File: src/rtl/input_debouncer.sv
// Synchronises and debounces N_BTN button pads plus one switch pad, giving clean
// levels and one-cycle rising-edge pulses. Define SYNC_3FF_EN for a 3-flop synchroniser.
module input_debouncer #(
  parameter int N_BTN     = 5,
  parameter int CNT_W     = 16,
  parameter int DB_CYCLES = 50000
) (
  input  logic             clock,
  input  logic             reset,
  input  logic [N_BTN-1:0] buttons_raw,
  input  logic             switch_raw,
  output logic [N_BTN-1:0] buttons,
  output logic             switch,
  output logic [N_BTN-1:0] button_press,
  output logic             switch_rise
);

`ifdef SYNC_3FF_EN
  localparam int SYNC_DEPTH = 3;
`else
  localparam int SYNC_DEPTH = 2;
`endif

  // The switch rides along as the top channel so every channel shares one datapath.
  localparam int N_CH = N_BTN + 1;
  localparam logic [CNT_W-1:0] CNT_LAST = CNT_W'(DB_CYCLES - 1);

  logic [N_CH-1:0]  raw;
  logic [N_CH-1:0]  s;
  logic [N_CH-1:0]  sync_q [SYNC_DEPTH];
  logic [N_CH-1:0]  stable_q;
  logic [N_CH-1:0]  pulse_q;
  logic [CNT_W-1:0] cnt_q  [N_CH];

  assign raw = {switch_raw, buttons_raw};
  assign s   = sync_q[SYNC_DEPTH-1];

  // NOTE: state uses non-blocking assignments so every stage samples its
  // neighbour's pre-edge value; blocking here would collapse the synchroniser.
  always_ff @(posedge clock or negedge reset) begin
    if (!reset) begin
      // NOTE: the counters and sync stages are plain flops, not RAM, so they
      // can and must be cleared by the loop below.
      for (int i = 0; i < SYNC_DEPTH; i++) sync_q[i] <= '0;
      for (int ch = 0; ch < N_CH; ch++) cnt_q[ch] <= '0;
      stable_q <= '0;
      pulse_q  <= '0;
    end else begin
      sync_q[0] <= raw;
      for (int i = 1; i < SYNC_DEPTH; i++) sync_q[i] <= sync_q[i-1];

      for (int ch = 0; ch < N_CH; ch++) begin
        pulse_q[ch] <= 1'b0;
        if (s[ch] == stable_q[ch]) begin
          cnt_q[ch] <= '0;
        end else if (cnt_q[ch] == CNT_LAST) begin
          // New level survived the full window: adopt it, pulse only on a rise.
          stable_q[ch] <= s[ch];
          cnt_q[ch]    <= '0;
          pulse_q[ch]  <= s[ch];
        end else begin
          cnt_q[ch] <= cnt_q[ch] + CNT_W'(1);
        end
      end
    end
  end

  assign buttons      = stable_q[N_BTN-1:0];
  assign switch       = stable_q[N_BTN];
  assign button_press = pulse_q[N_BTN-1:0];
  assign switch_rise  = pulse_q[N_BTN];

endmodule

File: config.mk
export PLATFORM = sky130hd
export DESIGN_NAME = input_debouncer
export DESIGN_NICKNAME = d
export VERILOG_FILES = /design/src/rtl/input_debouncer.sv
export SDC_FILE = /design/constraint.sdc
export NUM_CORES = 1
export LEC_CHECK = 0
export ABC_CLOCK_PERIOD_IN_PS = 4450
export BUFFER_PORTS_ARGS = -buffer_cell sky130_fd_sc_hd__buf_2
export CAP_MARGIN = 5
export CORE_ASPECT_RATIO = 0.6
export CORE_MARGIN = 2
export CORE_UTILIZATION = 66
export DETAILED_ROUTE_END_ITERATION = 12
export GPL_TIMING_DRIVEN = 1
export PLACE_DENSITY = 0.84
export SLEW_MARGIN = 30
export SYNTH_ARGS = -nofsm -noshare
export SYNTH_HDL_FRONTEND = slang
export SYNTH_SLANG_ARGS = --single-unit
export TNS_END_PERCENT = 30
File: constraint.sdc
create_clock -name clock -period 4.45 [get_ports clock]
set_input_delay 0 -clock clock [delete_from_list [all_inputs] [get_ports clock]]
set_output_delay 0 -clock clock [all_outputs]
set_load 0.05 [all_outputs]
==> impl_table.tex, run 1 <==
\begin{tabular}{lr}
\hline
Metric & Value \\
\hline
\multicolumn{2}{l}{\textbf{STA}} \\
\quad Post-route worst setup slack & 2390 ps \\
\quad Final Critical Period & 2060 ps \\
\quad Slew @ Worst Pin & 853 ps \\
\quad Remaining max-slew budget at the tightest pin & 42.9\% \\
\quad Setup repair after global routing missed its margin & no \\
\quad Final clock period utilization by the worst path & 46.4\% \\
\quad Number of pins exceeding their max-slew limit in the final report & 0 \\
\quad Setup tns final & 0 ps \\
\quad Hold violation count in the final report & 0 \\
\quad Total setup violations reported at the end of the flow & 0 \\
\quad Fmax & 485 MHz \\
\quad Clk\_skew & 9.62 ps \\
\multicolumn{2}{l}{\textbf{Final layout}} \\
\quad Final non-filler cell total & $\sim$670 \\
\quad Fillers & 499 \\
\quad Net count reported at finish & 566 \\
\quad Area used by multi-input combinational logic & about 2400 um2 \\
\quad Count of inserted antenna diode cells & 0 \\
\quad Fraction of layout cells with a size suffix above 1 & 11.5\% \\
\quad Highest-count cells in the layout ignoring fill and taps & dfrtp\_1, nor2\_1, xnor2\_1 \\
\quad Final instance area & 6360 um2 \\
\quad Layout-stage area growth over the synthesis result & 16.0\% \\
\quad Commonest non-fill, non-tap cell in the layout & dfrtp\_1 \\
\quad Footprint of the flip-flops and latches & approximately 3000 um2 \\
\quad Util after Layout & 79.7\% \\
\multicolumn{2}{l}{\textbf{Global routing}} \\
\quad First-pass GRT wire length & 18000 um \\
\quad Initial antenna violation count & 0 \\
\quad Pin count of the biggest net entering global routing & 90 \\
\quad Via count of the first global-routing pass & 3757 \\
\quad Total GRT Usage & 26.2\% \\
\quad GR Overflow Total & 0 \\
\multicolumn{2}{l}{\textbf{Die}} \\
\quad Starting Density & around 70\% \\
\quad Die ar. & 9070 um2 \\
\quad IO Pins & 20 \\
\quad Floorplan die height & 74.6 um \\
\quad Core footprint & 7980 um2 \\
\quad Width of the die & between 100 and 150 um \\
\quad Count of standard-cell rows & 25 \\
\multicolumn{2}{l}{\textbf{Clock network}} \\
\quad CTS Buffer Depth & 2 \\
\quad Number of clock sinks & 120 \\
\quad Insertion delay to the later sink of the worst-skew pair & 400 ps \\
\quad CTS H-tree lvls & 4 \\
\quad Clock slew at reported path FFs & 50 ps \\
\quad Clk root buf & clkbuf\_16 \\
\quad TritonCTS clock tree & done \\
\quad Post-CTS resize count & 0 \\
\quad Number of buffers added by the clock tree synthesis step & 17 \\
\multicolumn{2}{l}{\textbf{Drt}} \\
\quad Iter 0 DRT Violations & 426 \\
\quad Vias after detailed routing & around 3900 \\
\quad Sum of routed wire length over all layers & 10500 um \\
\quad Routed length per instance & 15.6 um \\
\quad First-pass DRT Iterations & 5 \\
\quad DRC viols & 0 \\
\quad Detail Route Antenna Nets & 0 \\
\quad Per-cell via count in the routed design & 5.79 \\
\multicolumn{2}{l}{\textbf{Worst setup path}} \\
\quad Slowest Stage Delay on Critical Path & 870 ps \\
\quad Arrival @ worst endpoint & 2310 ps \\
\quad Sum of buffers and inverters on the critical path & 0 \\
\quad Largest driver fanout on the critical path & 15 \\
\quad Slowest-stage cell, CP & o41ai\_4 \\
\quad Critical path class & reg2reg \\
\quad Launch instance of the worst register-to-register path & cnt\_q[48] \\
\quad CP cell instances & ha\_1, nand3\_1, o41ai\_4, nor2\_1 \\
\quad R2r endpoint & cnt\_q[57] \\
\quad Setup slack, reg-to-reg & between 2000 and 2500 ps \\
\quad Required time at the endpoint of the critical path & 4690 ps \\
\quad Type of destination of the critical path & flip-flop \\
\quad R2r worst-path depth & 4 \\
\quad Kind of start point of the critical path & flip-flop \\
\quad Cell class contributing the biggest share of worst-path delay & compound AO/OA/AOI/OAI gates \\
\multicolumn{2}{l}{\textbf{Power}} \\
\quad Leak & 2.70 nW \\
\quad Portion of total power attributed to sequential cells & 44.5\% \\
\quad Switching part of the total & $\sim$20\% \\
\quad Comb pwr share & 2.7\% \\
\quad VDD IR-drop max & 0.264 mV \\
\quad Pwr per Cell Area & 399 nW/um2 \\
\quad Clock share of power & a little over half \\
\quad Design internal power & 0.00202 W \\
\quad Net load switching power & 0.000513 W \\
\multicolumn{2}{l}{\textbf{Yosys}} \\
\quad Number of distinct library cells after synthesis & 35 \\
\quad Cells after Synth & about 510 \\
\quad Average cell area after synthesis & 10.7 um2 \\
\quad Post-synth net total & 528 \\
\quad Fraction of registers with async set/reset & between 90\% and 100\% \\
\quad EDFF count, synth & 0 \\
\quad Syn. warnings & 0 \\
\quad Share of synthesized area occupied by flip-flops and latches & a little over half \\
\quad Cell Area, Synth & 5480 um2 \\
\quad Top flip-flop cell by instance count after synthesis & dfrtp\_1 \\
\quad Register bit count reported by yosys & 120 \\
\multicolumn{2}{l}{\textbf{Place}} \\
\quad Post-place setup slack & 2390 ps \\
\quad Detailed placement HPWL & 6570 um \\
\quad Routability congestion estimate from global placement & 0.817 \\
\quad Count of input and output buffers & 19 \\
\quad Placed instance count & 634 \\
\quad Post-placement cell area & 5700 um2 \\
\multicolumn{2}{l}{\textbf{Job}} \\
\quad Number of maximum-capacitance constraint violations & 0 \\
\multicolumn{2}{l}{\textbf{Min path}} \\
\quad Worst min path class & in2async \\
\multicolumn{2}{l}{\textbf{Status}} \\
\quad Run status & completed \\
\hline
\end{tabular}
## routing by layer
metal | track usage [%] | vias up | wire, um
met2 | 39.1 | 93 | 4950
li1 | - | 1863 | -
met3 | 8.05 | 12 | 506
met4 | 8.94 | 0 | 91
met5 | 0 | - | 0
met1 | 37.3 | 1920 | 4950
## through the flow
stage | hold WS, ps | total power [W]
final | 229 | 0.00254
after floorplan | -296 | 0.00118
after CTS | 226 | 0.00256
after detailed placement | 104 | 0.00121
after global routing | 232 | 0.00262
after global placement | 109 | 0.00121
## cells in the mapped netlist (3+ instances only)
cell / count / area share (%)
nor3_1: 18 / 1.6
and4_1: 4 / 0.64
dfrtp_1: 120 / 55
xor2_1: 23 / 3.7
nor3b_1: 6 / 0.82
or4_4: 3 / 0.62
nand4_1: 30 / 3.4
mux2_4: 3 / 0.82
and3_1: 11 / 1.3
nor4_1: 21 / 2.4
mux2_2: 3 / 0.62
ha_1: 6 / 1.4
nor2_1: 106 / 7.3
nor4bb_1: 6 / 1.1
inv_1: 14 / 0.96
xnor2_1: 65 / 10
nand2_1: 24 / 1.6
clkbuf_1: 5 / 0.34
nand3_1: 24 / 2.2
## layout make-up
class | count | area share, %
repair buffers | 27 | 2.81
clock inverters | 8 | 1.50
flip-flops and latches | 120 | 47.2
inverters | 14 | 0.827
clock buffers | 22 | 7.78
well taps | 108 | 2.13
multi-input cells | 372 | 37.7
## power by group through the flow
stage	logic [W]	registers [W]	clock network, W
floorplan	0.0000333	0.00114	0
global placement	0.0000624	0.00115	0
detailed placement	0.0000657	0.00115	0
CTS	0.0000714	0.00113	0.00136
global route	0.0000813	0.00113	0.00141
finish	0.0000693	0.00113	0.00134
## worst register-to-register path: stages (launching register included)
cell and delay [ps]:
dfrtp_1 380, ha_1 200, nand3_1 320, o41ai_4 870, nor2_1 130
## logic make-up after synthesis
logic type	count (synthesis)	share of synthesized area [%]
AND/OR/NAND/NOR	265	24.9
flip-flops	120	54.8
XOR/XNOR	88	14.1
buffers and inverters	22	1.62
AO/OA/AOI/OAI	7	1.74
multiplexers	6	1.44
adder cells (fa/ha/maj)	6	1.37
## flip-flops by register name (all words and copies together) (netlist names)
| register | cells |
|---|---|
| cnt_q | 96 |
| s | 6 |
| stable_q | 6 |
| sync_q | 6 |
| pulse_q | 6 |
## worst max path at each step
| stage | start | end | slack [ps] | cells after the start |
|---|---|---|---|---|
| detailed placement | cnt_q[0] | cnt_q[13] | 2390 | 4 |
| global route | cnt_q[0] | cnt_q[5] | 2200 | 4 |
| global placement | cnt_q[76] | cnt_q[70] | 2280 | 4 |
| CTS | cnt_q[0] | cnt_q[4] | 2380 | 4 |
| finish | cnt_q[48] | cnt_q[57] | 2390 | 4 |
| floorplan | cnt_q[12] | stable_q[5] | 2670 | 4 |
## repair_timing
item	4_1_cts	5_1_grt
hold buffers	7	0
buffers inserted	0	0
hold endpoints to repair	94	0
(Power assumes the default switching activity.)
==> run 2, diff against run 1 <==
ABC_CLOCK_PERIOD_IN_PS = 2150   (was 4450)
CORE_UTILIZATION = 61   (was 66)
PLACE_DENSITY = 0.79   (was 0.84)
clock period = 2.15 ns   (was 4.45 ns; I/O delays follow)
==> impl_table.tex, run 2 (synthesis gave the netlist of run 1 again) <==
\begin{tabular}{lr}
\hline
Metric & Value \\
\hline
\multicolumn{2}{l}{\textbf{Worst setup path}} \\
\quad Required time at the endpoint of the critical path & 2450 ps (-2240 ps) \\
\quad Slowest-stage cell, CP & or4\_4 \\
\quad Arrival @ worst endpoint & 2220 ps (-90 ps) \\
\quad Largest driver fanout on the critical path & 4 (-11) \\
\quad Sum of buffers and inverters on the critical path & 0 (unchanged) \\
\quad Critical path class & reg2reg \\
\quad Slowest Stage Delay on Critical Path & 580 ps (-290 ps) \\
\quad Type of destination of the critical path & flip-flop \\
\quad Cell class contributing the biggest share of worst-path delay & simple AND/OR/NAND/NOR gates \\
\quad CP cell instances & nor4\_1, nand3b\_1, or4\_4, mux2\_4 \\
\quad Kind of start point of the critical path & flip-flop \\
\multicolumn{2}{l}{\textbf{Final layout}} \\
\quad Highest-count cells in the layout ignoring fill and taps & dfrtp\_1, nor2\_1, xnor2\_1 \\
\quad Number of flip-flops under the largest register name & 96 (unchanged) \\
\quad Final non-filler cell total & 686 (+2.2\%) \\
\quad Layout-stage area growth over the synthesis result & 18.4\% \\
\quad Net count reported at finish & 575 (+1.6\%) \\
\quad Count of inserted antenna diode cells & 0 (unchanged) \\
\quad Util after Layout & 75.2\% (-4.5 points) \\
\quad Fraction of layout cells with a size suffix above 1 & 13.2\% (+1.7 points) \\
\quad Largest register by flop count & cnt\_q \\
\quad Commonest non-fill, non-tap cell in the layout & dfrtp\_1 \\
\multicolumn{2}{l}{\textbf{Drt}} \\
\quad Iter 0 DRT Violations & 360 (-15\%) \\
\quad Per-cell via count in the routed design & 5.73 (-1.2\%) \\
\quad Detail Route Antenna Nets & 0 (unchanged) \\
\quad First-pass DRT Iterations & 5 (unchanged) \\
\quad Sum of routed wire length over all layers & 11100 um (+5.4\%) \\
\quad Routed length per instance & 16.1 um (+3.1\%) \\
\quad DRC viols & 0 (unchanged) \\
\quad Vias after detailed routing & 3929 (+1.1\%) \\
\multicolumn{2}{l}{\textbf{Clock network}} \\
\quad Setup Fix Bufs, Post-CTS & 0 (unchanged) \\
\quad Number of clock sinks & 120 (unchanged) \\
\quad Insertion delay to the later sink of the worst-skew pair & 410 ps (about the same) \\
\quad Number of buffers added by the clock tree synthesis step & 17 (unchanged) \\
\quad CTS Buffer Depth & 2 (unchanged) \\
\quad CTS H-tree lvls & 4 (unchanged) \\
\quad TritonCTS clock tree & done \\
\quad Clock slew at reported path FFs & 60 ps (about the same) \\
\quad Clk root buf & clkbuf\_16 \\
\multicolumn{2}{l}{\textbf{STA}} \\
\quad Fmax & 521 MHz (+7.4\%) \\
\quad Hold violation count in the final report & 0 (unchanged) \\
\quad Setup repair after global routing missed its margin & no \\
\quad Total setup violations reported at the end of the flow & 0 (unchanged) \\
\quad Final clock period utilization by the worst path & 89.3\% (+43 points) \\
\quad Number of pins exceeding their max-slew limit in the final report & 0 (unchanged) \\
\quad Remaining max-slew budget at the tightest pin & 65.2\% (+22 points) \\
\quad Final Critical Period & 1920 ps (-143 ps) \\
\quad Setup tns final & 0 ps (unchanged) \\
\quad Clk\_skew & 7.24 ps (-2.38 ps) \\
\quad Slew @ Worst Pin & 521 ps (-333 ps) \\
\multicolumn{2}{l}{\textbf{Place}} \\
\quad Count of input and output buffers & 19 (unchanged) \\
\quad Placed instance count & 647 (+2.1\%) \\
\quad Detailed placement HPWL & 7040 um (+7.1\%) \\
\quad Routability congestion estimate from global placement & 0.922 (+13\%) \\
\multicolumn{2}{l}{\textbf{Die}} \\
\quad Width of the die & 126 um (+3.9\%) \\
\quad Die ar. & 9780 um2 (+7.8\%) \\
\quad Floorplan die height & 77.4 um (+3.8\%) \\
\quad Starting Density & 63.5\% (-5.1 points) \\
\quad Core footprint & 8620 um2 (+8.1\%) \\
\quad Count of standard-cell rows & 26 (+4.0\%) \\
\quad IO Pins & 20 (unchanged) \\
\multicolumn{2}{l}{\textbf{Global routing}} \\
\quad Pin count of the biggest net entering global routing & 63 (-30\%) \\
\quad Total GRT Usage & 24.7\% (-1.5 points) \\
\quad First-pass GRT wire length & 18900 um (+5.5\%) \\
\quad Initial antenna violation count & 0 (unchanged) \\
\quad GR Overflow Total & 0 (unchanged) \\
\quad Via count of the first global-routing pass & 3907 (+4.0\%) \\
\multicolumn{2}{l}{\textbf{Power}} \\
\quad VDD IR-drop max & 0.618 mV (+130\%) \\
\quad Leak & 2.76 nW (+2.0\%) \\
\quad Overall power after layout & 0.00557 W (+120\%) \\
\quad Pwr per Cell Area & 859 nW/um2 (+120\%) \\
\multicolumn{2}{l}{\textbf{Status}} \\
\quad Run status & completed \\
\multicolumn{2}{l}{\textbf{Job}} \\
\quad Number of maximum-capacitance constraint violations & 0 (unchanged) \\
\multicolumn{2}{l}{\textbf{Min path}} \\
\quad Worst min path class & in2async \\
\hline
\end{tabular}
[run 2: cell count changes in the layout (fill, tap and decap cells not counted)]
cell       delta
clkbuf_8      -1
bufinv_16     +2
inv_6         +1
clkinv_2      -1
buf_6         -1
buf_12        +1
o41ai_2       +1
o41ai_4       -1
clkinv_4      +1
buf_4         +9
[run 2: path summary, 6_finish.rpt]
kind	startpoint	to	slack, ps	depth (start not counted)
min reg2reg	sync_q[11]	s[5]	350	0
min in group clock	buttons_raw[3]	sync_q[9]	230	2
max	cnt_q[76]	stable_q[1]	230	4
max reg2reg	cnt_q[76]	stable_q[1]	230	4
max in group asynchronous	reset	cnt_q[94]	1350	3
min	reset	stable_q[3]	90	2
[run 2: per-stage QoR]
| stage | setup slack [ps] | hold WS, ps | area [um2] |
|---|---|---|---|
| 2_1_floorplan | 370 | -296 | 5480 |
| 3_3_place_gp | 293 | -50.1 | 5770 |
| 3_5_place_dp | 307 | -39.3 | 5770 |
| 4_1_cts | 243 | 71.8 | 6480 |
| 5_1_grt | 122 | 132 | 6480 |
| 6_report | 230 | 87.3 | 6480 |
[run 2: what timing repair did]
item                      in CTS  in global routing
gates resized for setup        0                  0
hold endpoints to repair     103                  0
hold buffers                   7                  0
[run 2: report_power, final]
group	total [W]	internal, W	switching, W
Sequential	0.00234	0.00230	0.0000361
Combinational	0.000158	0.0000586	0.0000991
Clock	0.00308	0.00206	0.00102
[run 2: area by class of cell]
class	instances	area [um2]
timing repair buffer	36	255
tap	112	140
fill	545	2140
sequential	120	3000
clock buffer	21	480
clock inverter	11	168
inverter	14	52.6
multi-input combinational	372	2390
[run 2: routing by layer]
| layer | GRT usage (%) | vias to the layer above | share of wire (%) |
|---|---|---|---|
| met5 | 0 | - | 0 |
| met4 | 8.90 | 0 | 1.4 |
| met3 | 6.21 | 16 | 5.6 |
| met2 | 36.6 | 115 | 45 |
| met1 | 35.7 | 1928 | 48 |
| li1 | - | 1870 | - |
==> run 3, diff against run 2 <==
MAX_ROUTING_LAYER = met4   (was unset)
RECOVER_POWER = 25   (was unset)
==> impl_table.tex, run 3 (synthesis gave the netlist of run 1 again) <==
\begin{tabular}{lr}
\hline
Metric & Value \\
\hline
\multicolumn{2}{l}{\textbf{Final layout}} \\
\quad Fillers & 547 (+0.37\%) \\
\quad Count of inserted antenna diode cells & 0 (unchanged) \\
\quad Footprint of the flip-flops and latches & 3000 um2 (unchanged) \\
\quad Fraction of layout cells with a size suffix above 1 & 13.2\% (unchanged) \\
\quad Highest-count cells in the layout ignoring fill and taps & dfrtp\_1, nor2\_1, xnor2\_1 \\
\quad Largest register by flop count & cnt\_q \\
\quad Area used by multi-input combinational logic & 2390 um2 (unchanged) \\
\quad Util after Layout & 75.1\% (-0.17 points) \\
\quad Layout-stage area growth over the synthesis result & 18.1\% \\
\quad Commonest non-fill, non-tap cell in the layout & dfrtp\_1 \\
\quad Number of flip-flops under the largest register name & 96 (unchanged) \\
\quad Net count reported at finish & 575 (unchanged) \\
\multicolumn{2}{l}{\textbf{Worst setup path}} \\
\quad Arrival @ worst endpoint & 2220 ps (about the same) \\
\quad Largest driver fanout on the critical path & 4 (unchanged) \\
\quad Critical path class & reg2reg \\
\quad Slowest-stage cell, CP & or4\_4 \\
\quad CP cell instances & nor4\_1, nand3b\_1, or4\_4, mux2\_4 \\
\quad Setup slack, reg-to-reg & 230 ps (about the same) \\
\quad Type of destination of the critical path & flip-flop \\
\quad Slowest Stage Delay on Critical Path & 580 ps (about the same) \\
\quad Kind of start point of the critical path & flip-flop \\
\quad Required time at the endpoint of the critical path & 2450 ps (about the same) \\
\multicolumn{2}{l}{\textbf{Clock network}} \\
\quad TritonCTS clock tree & done \\
\quad Clock slew at reported path FFs & 60 ps (about the same) \\
\quad CTS H-tree lvls & 4 (unchanged) \\
\quad Clk root buf & clkbuf\_16 \\
\quad CTS Buffer Depth & 2 (unchanged) \\
\quad Setup Fix Bufs, Post-CTS & 0 (unchanged) \\
\quad Post-CTS resize count & 0 (unchanged) \\
\quad Insertion delay to the later sink of the worst-skew pair & 410 ps (about the same) \\
\quad Number of buffers added by the clock tree synthesis step & 17 (unchanged) \\
\quad Number of clock sinks & 120 (unchanged) \\
\multicolumn{2}{l}{\textbf{Place}} \\
\quad Routability congestion estimate from global placement & 0.938 (+1.8\%) \\
\quad Detailed placement HPWL & 7040 um (unchanged) \\
\quad Count of input and output buffers & 19 (unchanged) \\
\multicolumn{2}{l}{\textbf{Die}} \\
\quad Width of the die & 126 um (unchanged) \\
\quad Starting Density & 63.5\% (unchanged) \\
\quad Count of standard-cell rows & 26 (unchanged) \\
\quad Floorplan die height & 77.4 um (unchanged) \\
\quad Core footprint & 8620 um2 (unchanged) \\
\quad IO Pins & 20 (unchanged) \\
\quad Die ar. & 9780 um2 (unchanged) \\
\multicolumn{2}{l}{\textbf{Drt}} \\
\quad Sum of routed wire length over all layers & 11000 um (-0.26\%) \\
\quad DRC viols & 0 (unchanged) \\
\quad Iter 0 DRT Violations & 354 (-1.7\%) \\
\quad Routed length per instance & 16.1 um (-0.26\%) \\
\quad Vias after detailed routing & 3970 (+1.0\%) \\
\quad Per-cell via count in the routed design & 5.79 (+1.0\%) \\
\quad Detail Route Antenna Nets & 0 (unchanged) \\
\quad First-pass DRT Iterations & 5 (unchanged) \\
\multicolumn{2}{l}{\textbf{STA}} \\
\quad Clk\_skew & 8.05 ps (+0.806 ps) \\
\quad Total setup violations reported at the end of the flow & 0 (unchanged) \\
\quad Final clock period utilization by the worst path & 89.5\% (+0.17 points) \\
\quad Fmax & 520 MHz (-0.19\%) \\
\quad Final Critical Period & 1920 ps (+3.73 ps) \\
\quad Hold violation count in the final report & 0 (unchanged) \\
\quad Setup repair after global routing missed its margin & no \\
\quad Number of pins exceeding their max-slew limit in the final report & 0 (unchanged) \\
\quad Remaining max-slew budget at the tightest pin & 12.1\% (-53 points) \\
\quad Slew @ Worst Pin & 1320 ps (+798 ps) \\
\quad Setup tns final & 0 ps (unchanged) \\
\multicolumn{2}{l}{\textbf{Min path}} \\
\quad Worst min path class & in2async \\
\multicolumn{2}{l}{\textbf{Global routing}} \\
\quad Pin count of the biggest net entering global routing & 63 (unchanged) \\
\quad Total GRT Usage & 25.4\% (+0.79 points) \\
\quad Initial antenna violation count & 0 (unchanged) \\
\quad GR Overflow Total & 0 (unchanged) \\
\quad Via count of the first global-routing pass & 3906 (-0.026\%) \\
\quad First-pass GRT wire length & 19000 um (about the same) \\
\multicolumn{2}{l}{\textbf{Job}} \\
\quad Number of maximum-capacitance constraint violations & 0 (unchanged) \\
\multicolumn{2}{l}{\textbf{Power}} \\
\quad VDD IR-drop max & 0.615 mV (-0.43\%) \\
\quad Pwr per Cell Area & 860 nW/um2 (+0.16\%) \\
\quad Overall power after layout & 0.00557 W (about the same) \\
\quad Leak & 2.75 nW (-0.20\%) \\
\multicolumn{2}{l}{\textbf{Status}} \\
\quad Run status & completed \\
\hline
\end{tabular}
==> run 3: layout make-up <==
type                    instances  share of cell area (%)
well taps                     112                    2.17
inverters                      14                   0.812
multi-input cells             372                    36.9
clock buffers                  21                    7.43
clock inverters                11                    2.59
flip-flops and latches        120                    46.4
repair buffers                 36                    3.71
==> run 3: worst paths after layout <==
path	start	depth (start not counted)	endpoint
worst max-delay path	cnt_q[76]	4	stable_q[1]
worst min-delay path	reset	2	stable_q[3]
worst max register to register	cnt_q[76]	4	stable_q[1]
worst min register to register	sync_q[9]	0	s[3]
max in group asynchronous	reset	3	cnt_q[18]
min in group clock	buttons_raw[3]	2	sync_q[9]
==> run 3: power by group <==
part | internal (W) | switching (W)
clock | 0.00206 | 0.00102
combinational | 0.0000554 | 0.0000982
sequential | 0.00230 | 0.0000362
total | 0.00442 | 0.00115
==> run 3: what timing repair did <==
action,CTS,global route
endpoints found under the hold margin,103,0
hold buffers,7,0
setup endpoints to repair,0,0
==> run 3: metal layers <==
metal | vias to the layer above | routed length [um] | GRT usage, %
li1 | 1875 | - | -
met1 | 1936 | 5280 | 35.9
met2 | 131 | 4900 | 36.5
met3 | 28 | 654 | 6.21
met4 | 0 | 190 | 8.90
met5 | - | 0 | -
==> run 3: metrics by stage <==
| step | setup WS, ps | hold WS, ps | cell area (um2) | instances |
|---|---|---|---|---|
| 2_1_floorplan | 370 | -296 | 5480 | 514 |
| 3_3_place_gp | 293 | -50.1 | 5770 | 647 |
| 3_5_place_dp | 307 | -39.3 | 5770 | 647 |
| 4_1_cts | 243 | 71.8 | 6480 | 686 |
| 5_1_grt | 79.0 | 122 | 6470 | 686 |
| 6_report | 226 | 75.7 | 6470 | 686 |
==> run 3: worst max-delay path, delay by kind of cell (launching register included) <==
family	cells	cell delay [ps]
multiplexers	1	310
AND/OR/NAND/NOR	3	1070
flip-flops	1	430
